<file path="config.mk">
export PLATFORM = sky130hd
export DESIGN_NAME = key_matrix_scanner
export DESIGN_NICKNAME = d
export VERILOG_FILES = /design/src/rtl/key_matrix_scanner.sv
export SDC_FILE = /design/constraint.sdc
export NUM_CORES = 1
export LEC_CHECK = 0
export ABC_AREA = 0
export CORE_MARGIN = 5
export CORE_UTILIZATION = 45
export CTS_CLUSTER_SIZE = 14
export DETAILED_ROUTE_END_ITERATION = 6
export PLACE_DENSITY = 0.67
export SKIP_CTS_REPAIR_TIMING = 1
export SLEW_MARGIN = 40
export SYNTH_ARGS = -nofsm -noshare
export SYNTH_HDL_FRONTEND = slang
export SYNTH_SLANG_ARGS = --single-unit
</file>
<file path="constraint.sdc">
create_clock -name clk -period 2.78 [get_ports clk]
set_input_delay 0.834 -clock clk [delete_from_list [all_inputs] [get_ports clk]]
set_output_delay 0.834 -clock clk [all_outputs]
set_load 0.005 [all_outputs]
</file>
<file path="src/rtl/key_matrix_scanner.sv">
// key_matrix_scanner: column-scanning 8x8 active-low key matrix reader with a 2-flop row synchronizer.
// Define KEY_DEBOUNCE_EN to add a per-key 3-commit debounce filter on the published key map.
module key_matrix_scanner (
    input  logic        clk,
    input  logic        rst,
    input  logic        scanEn,
    input  logic        timePulseIn,
    input  logic [7:0]  rowIn,
    output logic [7:0]  colOut,
    output logic [63:0] matrixOut,
    output logic        frameValid,
    output logic        keyEvent,
    output logic        anyKey
);
    typedef enum logic [2:0] {IDLE, DRIVE, SETTLE, SAMPLE, NEXT, COMMIT} state_t;

    state_t      r_state;
    state_t      w_nextState;
    logic [2:0]  r_index;
    logic [7:0]  r_sync1;
    logic [7:0]  r_sync2;
    logic [63:0] r_shadow;
    logic [63:0] r_matrix;
    logic [63:0] w_nextMatrix;
    logic [63:0] w_shadowSampled;
    logic        r_frameValid;
    logic        r_keyEvent;
    logic        r_anyKey;
    logic        w_abort;

    always_ff @(posedge clk or negedge rst) begin
        if (!rst) begin
            r_sync1 <= 8'hFF;
            r_sync2 <= 8'hFF;
        end else begin
            r_sync1 <= rowIn;
            r_sync2 <= r_sync1;
        end
    end

    always_ff @(posedge clk or negedge rst) begin
        if (!rst) begin
            r_state <= IDLE;
        end else begin
            r_state <= w_nextState;
        end
    end

    assign w_abort = !scanEn && (r_state == DRIVE || r_state == SETTLE ||
                                 r_state == SAMPLE || r_state == NEXT);

    // The active column stays driven from DRIVE through NEXT so sampling sees a stable column.
    always_comb begin
        w_nextState = r_state;
        colOut      = 8'hFF;
        case (r_state)
            IDLE: begin
                if (scanEn) w_nextState = DRIVE;
            end
            DRIVE: begin
                colOut      = ~(8'h80 >> r_index);
                w_nextState = scanEn ? SETTLE : IDLE;
            end
            SETTLE: begin
                colOut = ~(8'h80 >> r_index);
                if (!scanEn)          w_nextState = IDLE;
                else if (timePulseIn) w_nextState = SAMPLE;
            end
            SAMPLE: begin
                colOut      = ~(8'h80 >> r_index);
                w_nextState = scanEn ? NEXT : IDLE;
            end
            NEXT: begin
                colOut = ~(8'h80 >> r_index);
                if (!scanEn)               w_nextState = IDLE;
                else if (r_index == 3'd7)  w_nextState = COMMIT;
                else                       w_nextState = DRIVE;
            end
            COMMIT: begin
                w_nextState = IDLE;
            end
            default: begin
                w_nextState = IDLE;
            end
        endcase
    end

    always_ff @(posedge clk or negedge rst) begin
        if (!rst) begin
            r_index <= 3'd0;
        end else if (r_state == IDLE || w_abort) begin
            r_index <= 3'd0;
        end else if (r_state == NEXT && r_index != 3'd7) begin
            r_index <= r_index + 3'd1;
        end
    end

    // Row k of the sync'd bus lands in byte k; column index i maps to bit 7-i (= ~i) of that byte.
    always_comb begin
        w_shadowSampled = r_shadow;
        for (int k = 0; k < 8; k++) begin
            w_shadowSampled[{3'(k), ~r_index}] = ~r_sync2[k];
        end
    end

    always_ff @(posedge clk or negedge rst) begin
        if (!rst) begin
            r_shadow <= '0;
        end else if (w_abort) begin
            r_shadow <= '0;
        end else if (r_state == SAMPLE) begin
            r_shadow <= w_shadowSampled;
        end
    end

`ifdef KEY_DEBOUNCE_EN
    logic [1:0] r_debCnt [64];
    logic [1:0] w_nextCnt [64];

    // A key flips only after three consecutive commits disagree with the published value.
    always_comb begin
        w_nextMatrix = r_matrix;
        for (int k = 0; k < 64; k++) begin
            w_nextCnt[k] = 2'd0;
            if (r_shadow[k] != r_matrix[k]) begin
                if (r_debCnt[k] == 2'd2) w_nextMatrix[k] = ~r_matrix[k];
                else                     w_nextCnt[k]    = r_debCnt[k] + 2'd1;
            end
        end
    end

    always_ff @(posedge clk or negedge rst) begin
        if (!rst) begin
            for (int k = 0; k < 64; k++) r_debCnt[k] <= 2'd0;
        end else if (r_state == COMMIT) begin
            r_debCnt <= w_nextCnt;
        end
    end
`else
    assign w_nextMatrix = r_shadow;
`endif

    always_ff @(posedge clk or negedge rst) begin
        if (!rst) begin
            r_matrix     <= '0;
            r_frameValid <= 1'b0;
            r_keyEvent   <= 1'b0;
            r_anyKey     <= 1'b0;
        end else begin
            r_frameValid <= (r_state == COMMIT);
            r_keyEvent   <= (r_state == COMMIT) && (w_nextMatrix != r_matrix);
            if (r_state == COMMIT) r_matrix <= w_nextMatrix;
            r_anyKey     <= |r_matrix;
        end
    end

    assign matrixOut  = r_matrix;
    assign frameValid = r_frameValid;
    assign keyEvent   = r_keyEvent;
    assign anyKey     = r_anyKey;
endmodule

</file>
==> impl_metrics.toml <==
[place]
hpwl_um = 11800
gp_congestion = 0.845
place_area_um2 = 7860
portBuffers = 86

[finish]
design_area_um2 = 8500
seqCellArea_um2 = 3850
layout-area-overhead-vs-synth_pct = 24.4
fillers = 1282
nNetsFinal = 707
utilization_pct = 56.6
drive_above_1_share_pct = 21.4
num_antenna_cells = 0
multi_input_comb_area_um2 = 2810

[floorplan]
fp.dieH_um = 133
dieArea_um2 = 17800
fp-row-count = 45
die_x_um = 133
io_pins = 87
start_util_pct = 45.5
core_area_um2 = 15000

[clocking]
clockBufferDepth = 2
clk_latency_ps = 420
tritoncts = "done"
cts_htree_levels = 4
cts-buffers-inserted = 17
cts_sinks = 153
clk_pin_slew_ps = 50
clockRootBuffer = "clkbuf_16"

[sta]
rsz0062_at_grt = "no"
clock.fmax_mhz = 373
fin_crit_sh_pct = 96.5
setup_viol = 0
relSlewSlack_pct = 55.6
slew_viol_final = 0
finClkSkew_ps = 6.56
setup_tns_ps = 0
fin_crit_ps = 2680
final_hold_viol_count = 0
tightest_slew_ps = 661

[synth]
yosysSeqAreaShare_pct = 56.3
syn_area_per_cell_um2 = 11.4
synth-seq-cells = 153
synth_edf_count = 0
syn_area_um2 = 6840
async_flop_share_pct = 100
synth_flop_cell = "dfrtp_1"
synthCells = 601
ys.warnings.count = 0
syn-num-nets = 619
synth_cell_type_count = 35

[routing]
drtIter0Drc = 344
route.detailed.drc = 0
wl_um = 17300
drt-pass1-iter-count = 5
ant_nets = 0
via_per_inst = 5.44
num_vias = 4845
routedWlPerCell_um = 19.4

[critical_path]
path_class = "reg2out"
path_max_fanout = 5
critPathRequiredTime_ps = 1950
startpoint_type = "register"
cp_cell_sequence = "ha_1 -> ha_1 -> nand2_1 -> clkdlybuf4s50_1"
cp_data_arrival_time_ps = 1850
crit_path_end_kind = "output pin"
slowest_delay_ps = 500
crit_top_cell = "ha_1"
slowest_stage = "clkdlybuf4s50_1"

[flow_run]
drv_cap = 0

[power_and_ir_drop]
ir_worst_vdd_mv = 0.496
p_leak_uw = 0.00424
power_density_nw_per_um2 = 660

[global_routing]
grt_pass1_wl_um = 27800
first_global_vias = 5016
antenna_found_initial = 0
grt_overflow = 0
grt.total_usage_pct = 20.4
grt_max_degree = 67

[min_path]
hold_class = "reg2reg"

[outcome]
status = "complete, no violations"
## layout make-up
class                   count  share of cell area, %
clock buffers              24                   5.78
clock inverters             8                  0.809
inverters                   6                  0.265
multi-input cells         410                   33.1
flip-flops and latches    153                   45.3
well taps                 188                   2.77
repair buffers            101                   12.0
## state kept, by name, indices dropped and copies added (netlist names)
signal and count:
frameValid 1, keyEvent 1, r_index 3, r_shadow 64, r_sync1 8, matrixOut 64, r_state 3, anyKey 1
r_sync2 8
## path summary, 6_finish.rpt
path                                  to  slack (ps)  cells after the start           from
hold / removal                r_sync2[7]         350                      0     r_sync1[7]
setup / recovery               colOut[4]         100                      4     r_index[0]
setup reg to reg                  anyKey         870                      3  matrixOut[17]
max in group asynchronous     r_sync2[0]        1700                      2            rst
hold reg to reg               r_sync2[7]         350                      0     r_sync1[7]
min in group asynchronous  matrixOut[35]         360                      1            rst
## layout by cell type, fill, tap and decap left out, drive strengths merged, types with 2 or more instances in the layout
cell           synthesis  routed
a21oi                 66      66
and2                   2       2
and2b                  2       2
buf                   31      16
clkbuf                 1      24
clkdlybuf4s50          0      82
clkinv                 0       7
dfrtp                137     137
dfstp                 16      16
dlymetal6s2s           0       3
ha                     6       6
inv                    6       6
mux2                  64      64
nand2                  5       5
nand3                  9       9
nand4                 10      10
nor2                 136     136
nor3                   2       2
nor4                  33      33
xnor2                  3       3
xor2                  64      64
## Yosys cell counts (2+ instances only)
master / instances / share of area (%)
a21oi_2: 2 / 0.26
nand4_1: 8 / 0.73
buf_2: 19 / 1.4
nand3_4: 6 / 1.5
ha_1: 6 / 1.1
buf_6: 2 / 0.33
xnor2_1: 2 / 0.26
nor2_2: 5 / 0.46
mux2_2: 64 / 11
nand4_4: 2 / 0.62
dfrtp_1: 137 / 50
buf_1: 5 / 0.27
nand3_1: 3 / 0.22
nor3_1: 2 / 0.15
and2b_1: 2 / 0.22
xor2_1: 64 / 8.2
a21oi_1: 64 / 4.7
dfstp_2: 16 / 6.1
and2_1: 2 / 0.18
inv_1: 5 / 0.27
buf_4: 5 / 0.55
nor4_1: 33 / 3.0
nand2_1: 5 / 0.27
nor2_1: 131 / 7.2
## metal layers
metal	track usage [%]	share of wire, %	vias up
li1	-	-	2228
met1	27.7	44	2446
met2	32.8	48	153
met3	4.65	6.0	18
met4	6.57	1.8	0
met5	0	0	-
## metrics by stage
stage	power (µW)	hold WS [ps]	instances	worst slack, ps
final	5610	355	890	97.7
after global routing	5850	361	890	1.35
after CTS	5630	356	884	-73.9
after detailed placement	3460	347	852	382
after global placement	3440	346	852	457
after floorplan	2960	345	601	810
## cells by family (layout without fill, tap and decap cells)
group	Yosys count	in the layout	share of synthesized area (%)
buf+inv	38	139	2.93
fa+ha+maj	7	7	1.24
simple gates	204	204	15.2
xor+xnor	67	67	8.69
flops	153	153	56.3
mux	64	64	10.5
compound gates	68	68	5.16
## critical path: cells and delay by family (launching register included)
family | cells | cell delay (ps)
and+or+nand+nor | 1 | 70
buffers and inverters | 1 | 500
DFF | 1 | 440
adders and majority gates | 2 | 420
## where the power goes
| group | leakage, µW | internal [µW] | switching (µW) | total [µW] |
|---|---|---|---|---|
| clock network | 0.000284 | 1320 | 860 | 2180 |
| logic | 0.00192 | 456 | 389 | 844 |
| registers | 0.00203 | 2390 | 206 | 2590 |
No activity file was read; power rests on OpenSTA's default activity.
==> patch (config.mk and constraints unchanged) <==
Register the inputs `scanEn`, `timePulseIn` and `rowIn` before use, with the module's reset. The logic sees them one clock later.
--- a/src/rtl/key_matrix_scanner.sv
+++ b/src/rtl/key_matrix_scanner.sv
@@ -13,6 +13,22 @@
     output logic        anyKey
 );
     typedef enum logic [2:0] {IDLE, DRIVE, SETTLE, SAMPLE, NEXT, COMMIT} state_t;
+
+    logic scanEn_q;
+    logic timePulseIn_q;
+    logic [7:0] rowIn_q;
+
+    always_ff @(posedge clk or negedge rst) begin
+        if (!rst) begin
+            scanEn_q      <= '0;
+            timePulseIn_q <= '0;
+            rowIn_q       <= '0;
+        end else begin
+            scanEn_q      <= scanEn;
+            timePulseIn_q <= timePulseIn;
+            rowIn_q       <= rowIn;
+        end
+    end
 
     state_t      r_state;
     state_t      w_nextState;
@@ -33,7 +49,7 @@
             r_sync1 <= 8'hFF;
             r_sync2 <= 8'hFF;
         end else begin
-            r_sync1 <= rowIn;
+            r_sync1 <= rowIn_q;
             r_sync2 <= r_sync1;
         end
     end
@@ -46,7 +62,7 @@
         end
     end
 
-    assign w_abort = !scanEn && (r_state == DRIVE || r_state == SETTLE ||
+    assign w_abort = !scanEn_q && (r_state == DRIVE || r_state == SETTLE ||
                                  r_state == SAMPLE || r_state == NEXT);
 
     // The active column stays driven from DRIVE through NEXT so sampling sees a stable column.
@@ -55,24 +71,24 @@
         colOut      = 8'hFF;
         case (r_state)
             IDLE: begin
-                if (scanEn) w_nextState = DRIVE;
+                if (scanEn_q) w_nextState = DRIVE;
             end
             DRIVE: begin
                 colOut      = ~(8'h80 >> r_index);
-                w_nextState = scanEn ? SETTLE : IDLE;
+                w_nextState = scanEn_q ? SETTLE : IDLE;
             end
             SETTLE: begin
                 colOut = ~(8'h80 >> r_index);
-                if (!scanEn)          w_nextState = IDLE;
-                else if (timePulseIn) w_nextState = SAMPLE;
+                if (!scanEn_q)          w_nextState = IDLE;
+                else if (timePulseIn_q) w_nextState = SAMPLE;
             end
             SAMPLE: begin
                 colOut      = ~(8'h80 >> r_index);
-                w_nextState = scanEn ? NEXT : IDLE;
+                w_nextState = scanEn_q ? NEXT : IDLE;
             end
             NEXT: begin
                 colOut = ~(8'h80 >> r_index);
-                if (!scanEn)               w_nextState = IDLE;
+                if (!scanEn_q)               w_nextState = IDLE;
                 else if (r_index == 3'd7)  w_nextState = COMMIT;
                 else                       w_nextState = DRIVE;
             end
Function: changed (a bounded check fails within 4 cycles, from zero or initial values and one cycle with rst low).
==> patch against the original RTL <==
- hold slack lost 4.5 ps
- area after synthesis grew 3.9%
- sequential cell count grew 10
- final cell count grew 4.0%
- via count grew 1.7%
- design area grew 3.2%
- clock skew shrank 0.58 ps
- setup slack lost 29 ps
- wire length grew 2.6%
Power is not compared: it rests on default switching activity, and its combinational part moved more than twofold at a synthesized area within 25%.
==> patch: results (changes against the original RTL) <==
Worst setup path
  – WP data arrival: 1880 ps (+30 ps)
  – Crit Path Max Fanout: 4 (-1)

Global routing
  – Tot GR Track Use: 0.205 (+0.000787)
  – Initial antenna violation count: 0 (unchanged)
  – Pin count of the biggest net entering global routing: 67 (unchanged)
  – Vias in the first global route: 5084 (+1.4%)
  – First-pass GRT wire length: 28500 µm (+2.6%)

Power and ir drop
  – Worst IR Drop VDD: 0.424 mV
  – Lkg Pwr: 4.50 nW

Placed design
  – Post-DP HPWL: 11900 µm (+1.4%)
  – Port Buffer Count: 86 (unchanged)
  – Place WS: 338 ps (-44.4 ps)
  – DP Area: 8160 µm² (+3.8%)
  – Routability-driven placement congestion ratio: 0.836 (-1.1%)

Timing
  – Measured slew at the worst slew-check pin: 646 ps (-14.1 ps)
  – Setup Skew: 5.98 ps (-0.582 ps)

Synth
  – Unique masters post-synth: 36 (+2.9%)
  – Post-synthesis sequential area ratio: 0.577 (+0.0140)
  – Synth cell count leaders: dfrtp_1, nor2_1, xor2_1
  – Async set-reset flop share out of synthesis: 1.00 (unchanged)
  – YS warnings: 0 (unchanged)
  – Area contributors post-synth: dfrtp_1, mux2_2, xor2_1
  – Net Count, Synth: 629 (+1.6%)

CTS
  – Worst-path clk slew: 60 ps
  – Clk Latency, worst-skew pair: 430 ps
  – Maximum level of the CTS H-tree: 4 (unchanged)
  – Root buffer cell: clkbuf_16
  – Max clock buf depth: 2 (unchanged)
  – Inserted Clock Buffers: 17 (unchanged)

Hold path
  – Hold crit path type: reg2reg

Cells and area
  – Layout cells sized above 1: 0.201 (-0.0123)
  – Final #Nets: 715 (+1.1%)
  – Antenna Diode Count: 0 (unchanged)
  – Fillcell total: 1325 (+3.4%)

Outcome
  – Status: complete, no violations

Detailed routing
  – Post-DR vias/cell: 5.32 (-2.3%)
  – Pre-Repair DR Iteration Count: 4 (-1)
  – DR iter-0 viols: 396 (+15%)
  – Wire per inst: 19.2 µm (-1.4%)
-- patch: cell families after synthesis --
kind of cell,share of synthesized area
xor gates and xnor gates,0.0824
DFF,0.577
buffers and inverters,0.0308
AOI/OAI and AO/OA,0.0527
and+or+nand+nor,0.145
muxes,0.101
adders and majority gates,0.0106
-- patch: worst paths after layout --
path | endpoint | slack [ps] | startpoint | depth (start not counted)
setup / recovery | colOut[0] | 70 | r_index[0] | 4
hold / removal | r_sync1[4] | 350 | rowIn_q[4] | 0
setup reg to reg | keyEvent | 880 | matrixOut[59] | 5
hold reg to reg | r_sync1[4] | 350 | rowIn_q[4] | 0
max in group asynchronous | r_sync1[7] | 1680 | rst | 2
min in group asynchronous | r_index[0] | 390 | rst | 1
-- patch: per-stage QoR --
stage          instances  hold WS, ps   util  power (mW)
2_1_floorplan        611          333      -        2.72
3_3_place_gp         889          333  0.519        2.90
3_5_place_dp         889          338  0.519        2.91
4_1_cts              921          352  0.553        5.07
5_1_grt              926          356  0.558        5.24
6_report             926          350  0.558        5.05
-- patch: critical path, cell delays in order (launching register included) --
cell             delay (ps)
dfrtp_2                 430
ha_1                    240
ha_1                    230
nand2_1                  70
clkdlybuf4s50_1         500
-- patch: layout make-up --
class                      instances  share of cell area
inverter                           6             0.00257
clock buffer                      26              0.0546
timing repair buffer              99               0.117
tap                              216              0.0308
multi-input combinational        410               0.321
sequential                       163               0.468
clock inverter                     6             0.00656
-- patch: per-layer routing --
metal  vias up  share of wire  GRT usage
met5         -              0          0
met4         0          0.019     0.0784
met3        25          0.058     0.0468
met2       152           0.48      0.322
met1      2499           0.44      0.279
li1       2251              -          -
-- patch: power by group --
part	switching (mW)	leakage, nW	internal, mW
clock network	0.885	0.262	1.27
logic	0.225	2.05	0.162
registers	0.0672	2.19	2.44
total	1.18	4.50	3.88
